**src/rtl/game_pkg.sv**
```systemverilog
// -----------------------------------------------------------------------------
// game_pkg
// Shared types and screen constants for the sprite motion logic.
//   jump_state_t : vertical motion FSM state (IDLE / RISE / FALL)
//   GROUND_Y     : resting Y of the player sprite (screen Y grows downward)
//   CEIL_Y       : smallest Y the sprite may reach
//   SCREEN_H     : visible screen height in lines
//   sat_inc16    : saturating 16-bit increment
// -----------------------------------------------------------------------------
package game_pkg;

   typedef enum logic [1:0] {
      IDLE = 2'd0,
      RISE = 2'd1,
      FALL = 2'd2
   } jump_state_t;

   localparam int SCREEN_H = 480;
   localparam int GROUND_Y = 400;
   localparam int CEIL_Y   = 0;

   function automatic logic [15:0] sat_inc16(input logic [15:0] v);
      return (v == 16'hFFFF) ? v : v + 16'd1;
   endfunction

endpackage

```
**src/rtl/jump_controller_edge_detect.sv**
```systemverilog
// -----------------------------------------------------------------------------
// edge_detect
// Rising-edge pulse generator for a level that is already synchronous to clk.
// The history flop resets to 0, so a level that is high when reset releases
// is seen as a fresh edge on the first sampling edge.
//   clk   : clock
//   rst_n : asynchronous active-low reset
//   din   : input level
//   pulse : high for the cycle in which din is 1 and was 0 at the last edge
// -----------------------------------------------------------------------------
module edge_detect (
   input  logic clk,
   input  logic rst_n,
   input  logic din,
   output logic pulse
);

   logic prev_q;
   logic prev_d;

   always_comb begin
      prev_d = din;
   end

   always_ff @(posedge clk or negedge rst_n) begin
      if (!rst_n) begin
         prev_q <= 1'b0;
      end else begin
         prev_q <= prev_d;
      end
   end

   assign pulse = din & ~prev_q;

endmodule

```
**src/rtl/jump_controller.sv**
```systemverilog
// -----------------------------------------------------------------------------
// jump_controller
// Per-frame vertical motion engine for the player sprite. A jump key press
// launches a rise/fall trajectory under constant gravity, clamped to the
// ceiling on the way up and to the ground on the way down. All motion
// updates happen on frame_tick; outputs move one cycle after the tick.
//
//   CLK        : system clock
//   RESET      : asynchronous active-low reset
//   frame_tick : one-cycle pulse per video frame
//   jump_req   : jump key level, synchronous to CLK
//   y_pos      : current sprite Y (registered)
//   airborne   : high in RISE or FALL; count enable for the frame counter
//   landed     : one-cycle pulse after the landing update
//   air_frames : frames since takeoff, saturating at 0xFFFF
//   state      : FSM state for debug
//
// state | meaning
// ------+---------------------------------------------------------------
// IDLE  | on the ground, waiting for a latched key press at a frame tick
// RISE  | moving up by vel each tick, vel shrinking by GRAVITY
// FALL  | moving down by vel each tick, vel growing up to MAX_FALL
// (3)   | unreachable; recovers to IDLE at GROUND_Y on the next tick
// -----------------------------------------------------------------------------
module jump_controller #(
   parameter int Y_W      = 10,
   parameter int GROUND_Y = game_pkg::GROUND_Y,
   parameter int CEIL_Y   = game_pkg::CEIL_Y,
   parameter int V0       = 12,
   parameter int GRAVITY  = 1,
   parameter int MAX_FALL = 12
) (
   input  logic           CLK,
   input  logic           RESET,
   input  logic           frame_tick,
   input  logic           jump_req,
   output logic [Y_W-1:0] y_pos,
   output logic           airborne,
   output logic           landed,
   output logic [15:0]    air_frames,
   output logic [1:0]     state
);

   import game_pkg::*;

   // One extra bit for the ground compare, two for the signed ceiling compare.
   localparam int W1 = Y_W + 1;
   localparam int XW = Y_W + 2;

   localparam logic [Y_W-1:0] GROUND_V = Y_W'(GROUND_Y);
   localparam logic [Y_W-1:0] CEIL_V   = Y_W'(CEIL_Y);
   localparam logic [Y_W-1:0] V0_V     = Y_W'(V0);
   localparam logic [Y_W-1:0] GRAV_V   = Y_W'(GRAVITY);
   localparam logic [Y_W-1:0] MAXF_V   = Y_W'(MAX_FALL);
   localparam logic [W1-1:0]  GROUND_W = W1'(GROUND_Y);
   localparam logic [W1-1:0]  GRAV_W   = W1'(GRAVITY);
   localparam logic [W1-1:0]  MAXF_W   = W1'(MAX_FALL);

   jump_state_t    state_q,  state_d;
   logic [Y_W-1:0] y_q,      y_d;
   logic [Y_W-1:0] vel_q,    vel_d;
   logic [15:0]    air_q,    air_d;
   logic           landed_q, landed_d;
   logic           press_q,  press_d;

   logic                 key_edge;
   logic                 in_air;
   logic signed [XW-1:0] rise_diff;
   logic                 rise_clamp;
   logic [W1-1:0]        fall_sum;
   logic                 fall_land;
   logic [W1-1:0]        fall_vel_inc;

   edge_detect u_jump_edge (
      .clk   (CLK),
      .rst_n (RESET),
      .din   (jump_req),
      .pulse (key_edge)
   );

   assign in_air = (state_q == RISE) || (state_q == FALL);

   // Wide arithmetic so overshoot past the ceiling or ground is visible
   // before it can wrap in Y_W bits.
   always_comb begin
      rise_diff    = $signed({2'b00, y_q}) - $signed({2'b00, vel_q});
      rise_clamp   = rise_diff < $signed(XW'(CEIL_Y));
      fall_sum     = {1'b0, y_q} + {1'b0, vel_q};
      fall_land    = fall_sum >= GROUND_W;
      fall_vel_inc = {1'b0, vel_q} + GRAV_W;
   end

   always_comb begin
      state_d  = state_q;
      y_d      = y_q;
      vel_d    = vel_q;
      air_d    = air_q;
      landed_d = 1'b0;
      // Presses are only remembered on the ground: no double jump.
      press_d  = in_air ? 1'b0 : (press_q | key_edge);

      if (frame_tick) begin
         // Every tick consumes the latch, including an edge in this cycle.
         press_d = 1'b0;
         case (state_q)
            IDLE: begin
               if (press_q || key_edge) begin
                  state_d = RISE;
                  vel_d   = V0_V;
                  air_d   = '0;
               end
            end
            RISE: begin
               air_d = sat_inc16(air_q);
               if (rise_clamp) begin
                  y_d     = CEIL_V;
                  vel_d   = '0;
                  state_d = FALL;
               end else begin
                  y_d = y_q - vel_q;
                  if (vel_q <= GRAV_V) begin
                     vel_d   = '0;
                     state_d = FALL;
                  end else begin
                     vel_d = vel_q - GRAV_V;
                  end
               end
            end
            FALL: begin
               air_d = sat_inc16(air_q);
               if (fall_land) begin
                  y_d      = GROUND_V;
                  vel_d    = '0;
                  state_d  = IDLE;
                  landed_d = 1'b1;
               end else begin
                  y_d   = fall_sum[Y_W-1:0];
                  vel_d = (fall_vel_inc > MAXF_W) ? MAXF_V : fall_vel_inc[Y_W-1:0];
               end
            end
            default: begin
               state_d = IDLE;
               y_d     = GROUND_V;
               vel_d   = '0;
            end
         endcase
      end
   end

   always_ff @(posedge CLK or negedge RESET) begin
      if (!RESET) begin
         state_q  <= IDLE;
         y_q      <= GROUND_V;
         vel_q    <= '0;
         air_q    <= '0;
         landed_q <= 1'b0;
         press_q  <= 1'b0;
      end else begin
         state_q  <= state_d;
         y_q      <= y_d;
         vel_q    <= vel_d;
         air_q    <= air_d;
         landed_q <= landed_d;
         press_q  <= press_d;
      end
   end

   assign y_pos      = y_q;
   assign airborne   = in_air;
   assign landed     = landed_q;
   assign air_frames = air_q;
   assign state      = state_q;

endmodule

```
**config.mk**
```make
export PLATFORM = sky130hd
export DESIGN_NAME = jump_controller
export DESIGN_NICKNAME = d
export VERILOG_FILES = /design/src/rtl/game_pkg.sv /design/src/rtl/jump_controller_edge_detect.sv /design/src/rtl/jump_controller.sv
export SDC_FILE = /design/constraint.sdc
export NUM_CORES = 1
export LEC_CHECK = 0
export CAP_MARGIN = 30
export CORE_ASPECT_RATIO = 1.75
export CORE_MARGIN = 5
export CORE_UTILIZATION = 55
export CTS_CLUSTER_DIAMETER = 50
export DETAILED_ROUTE_END_ITERATION = 12
export GPL_TIMING_DRIVEN = 0
export PLACE_DENSITY = 0.84
export SLEW_MARGIN = 20
export SYNTH_ARGS = -nofsm -noshare
export SYNTH_HDL_FRONTEND = slang
export SYNTH_SLANG_ARGS = --single-unit
```
**constraint.sdc**
```tcl
create_clock -name CLK -period 3.1 [get_ports CLK]
set_input_delay 0.31 -clock CLK [delete_from_list [all_inputs] [get_ports CLK]]
set_output_delay 0.31 -clock CLK [all_outputs]
set_load 0.1 [all_outputs]
```
==> results.py <==
metrics = {
    "worst_setup_path": {
        "cp-start-kind": "flip-flop",
        "r2r_cells": 12,
        "ff2ff_setup_slack_ns": 0.11,
        "crit_chain": "buf_4 > inv_2 > ha_1 > buf_2 > nand2b_1 > o311ai_4 > a21oi_2 > o22ai_1 > o311ai_2 > buf_4 > nand3_1 > o41ai_2",
        "cp_data_required_time_ns": 3.31,
        "crit_buf_inv": 4,
        "worstPathMaxFanout": 9,
        "cpPeakStageDelay_ns": 0.39,
        "r2r_end": "y_pos[3]",
        "regToRegStartpoint": "vel_q[2]",
        "path_class": "reg -> reg",
        "path_delay_family": "compound AO/OA/AOI/OAI gates",
        "cpMostUsedCell": "buf_4",
        "arrival_ns": 3.20,
        "critPathSlowestCell": "dfrtp_1",
        "crit_path_end_kind": "flip-flop",
    },
    "final_layout": {
        "fill_cells": 522,
        "diodes": 0,
        "area_delta_synth_final_pct": 19.64,
        "mostFrequentLayoutCells": "nor2_1 (35), dfrtp_1 (34), a21oi_1 (32), o21ai_0 (32), clkdlybuf4s50_1 (32)",
        "postLayoutCoreUtil_pct": 67.65,
        "final_common_cell": "nor2_1",
        "fin_nets": 477,
        "drive_above_1_share_pct": 11.71,
    },
    "worst_hold_path": {
        "min_path_type": "in -> async",
    },
    "die": {
        "core_area_sq_mm": 0.005926,
        "io_pins": 34,
        "fp-row-count": 37,
        "die_y_um": 113.3,
        "start_util_pct": 56.55,
        "die-area_sq_mm": 0.007815,
        "die_w_um": 69,
    },
    "clocking": {
        "cts_inserted_buffers": 5,
        "cts_buffer_depth": 2,
        "worstSkewPairLatency_ns": 0.31,
        "clock-sinks": 41,
        "root_buffer": "clkbuf_8",
        "cts_tree": "done",
        "path_clk_slew_ns": 0.08,
        "htree_levels": 2,
    },
    "drt": {
        "postRouteWirelength_mm": 9.813,
        "avgViaCountPerCell": 6.374,
        "wl_per_cell_um": 18.80,
        "drtAntennaViolNets": 0,
        "first_pass_iters": 4,
        "first_iter_violations": 228,
        "drc": 0,
        "via_count": 3327,
    },
    "yosys": {
        "synth_cell_type_count": 64,
        "synth_area_leaders": "dfrtp_1 (28%), ha_1 (10%), a21oi_1 (4.9%), o21ai_0 (4.8%), nor2_1 (3.9%)",
        "synth.top_cell.area_share_pct": 28.38,
        "synth_edf_count": 0,
        "ys_ff_latch": 41,
        "synth_flop_cell": "dfrtp_1",
        "yosysWarnings": 0,
        "async_flop_share_pct": 100.0,
        "syn_area_sq_mm": 0.003351,
        "syn_avg_cell_area_sq_um": 8.483,
        "seq_area_frac_synth_pct": 30.73,
        "yosysTopAreaCell": "dfrtp_1",
        "syn_inst": 395,
        "synth_nets": 429,
    },
    "placed_design": {
        "hpwl_mm": 7.347,
        "routabilityCongestion": 0.9945,
        "numPortBuffers": 33,
    },
    "global_routing": {
        "grt_max_degree": 27,
        "antenna_found_initial": 0,
        "grt.overflow.total": 0,
        "grt_usage_pct": 25.74,
        "grt_pass1_vias": 3476,
        "grt_pass1_wl_mm": 16.42,
    },
    "sta": {
        "finClkSkew_ns": 0.008376,
        "post-route-min-period_ns": 2.992,
        "hold_violations": 0,
        "setup_violations": 0,
        "rsz0062_at_grt": "no",
        "tightest_slew_ns": 0.9840,
        "clock.fmax_mhz": 334.2,
        "drv_slew": 0,
        "fin_crit_sh_pct": 96.52,
        "slew_headroom_pct": 34.19,
    },
    "status": {
        "outcome": "complete, no violations",
    },
    "run": {
        "max_cap_violations": 0,
    },
}
[state kept, by name (all words and copies together), names as in the netlist]
| signal | flops |
|---|---|
| y_pos | 10 |
| press_q | 1 |
| vel_q | 10 |
| landed | 1 |
| u_jump_edge.prev_q | 1 |
| air_frames | 16 |
| state | 2 |
[stage by stage]
stage | instances | hold WS [ns] | TNS (ns) | cell area (sq um) | setup slack [ns]
after floorplan | 395 | 0.01441 | -0.004045 | 3354 | -0.004045
after global placement | 506 | 0.5225 | -0.1537 | 3782 | -0.1020
after detailed placement | 508 | 0.2577 | -0.2385 | 3802 | -0.1358
after CTS | 517 | 0.4700 | 0 | 3933 | 0.01114
after global routing | 522 | 0.4637 | 0 | 4009 | 0.0002451
final | 522 | 0.4614 | 0 | 4009 | 0.1078
[final cells by class]
| cell class | instances | area (sq um) | area share, % |
|---|---|---|---|
| plain buffers | 14 | 68.82 | 1.717 |
| clock buffers | 8 | 90.09 | 2.247 |
| inverters | 25 | 93.84 | 2.341 |
| multi-input cells | 314 | 2218 | 55.34 |
| flip-flops and latches | 41 | 1035 | 25.81 |
| well taps | 78 | 97.59 | 2.434 |
| repair buffers | 42 | 405.4 | 10.11 |
[worst max path at each step]
| stage | slack, ns | startpoint | cells after the start | to |
|---|---|---|---|---|
| after CTS | 0.01 | vel_q[6] | 11 | y_pos[2] |
| final | 0.11 | vel_q[2] | 12 | y_pos[3] |
| after global routing | 0.0002 | vel_q[2] | 12 | y_pos[3] |
| after floorplan | -0.004 | state[0] | 9 | air_frames[14] |
| after detailed placement | -0.14 | vel_q[1] | 10 | y_pos[3] |
| after global placement | -0.10 | vel_q[1] | 10 | y_pos[3] |
[layer usage]
layer / up-vias / wire length [um] / GRT usage, %
met1: 1599 / 3461 / 24.79
li1: 1543 / - / -
met5: - / 0 / 0
met3: 54 / 444 / 4.978
met2: 131 / 5174 / 47.51
met4: 0 / 733 / 19.04
[what timing repair did]
action / in CTS / in global routing
endpoints found under the hold margin: 14 / 0
gates cloned: 0 / 0
buffers inserted: 0 / 6
pin swaps: 2 / 2
endpoints found under the setup margin: 6 / 19
resized for setup: 6 / 7
hold buffers: 1 / 0
[cells in the mapped netlist, drive strengths merged, types with 2 or more instances]
master,number
fa,2
and3,2
xnor2,12
a22o,5
nand2,27
nor3,16
nor2b,6
o22ai,3
o41ai,3
inv,25
mux2i,8
o21ai,34
ha,28
a41oi,3
nor2,35
nor4,7
nand2b,8
o211a,2
and4,2
a21oi,33
nand3,9
xor2,4
nor3b,2
o211ai,5
or2,4
mux2,2
a21o,5
o31ai,4
buf,7
clkbuf,8
dfstp,3
o2111ai,3
nand4,3
or3,7
dfrtp,38
o311ai,2
a22oi,2
a211oi,2
a31oi,8
a32oi,2
[kinds of logic after synthesis]
logic type | share of synthesized area, %
adders and majority gates | 11.65
buffers and inverters | 4.966
AOI/OAI and AO/OA | 24.46
muxes | 3.174
and+or+nand+nor | 20.61
xor gates and xnor gates | 4.406
DFF | 30.73
Power is left out: the tool's default activity adds up to more than one toggle a clock period on the data nets, which glitch-free logic cannot reach.
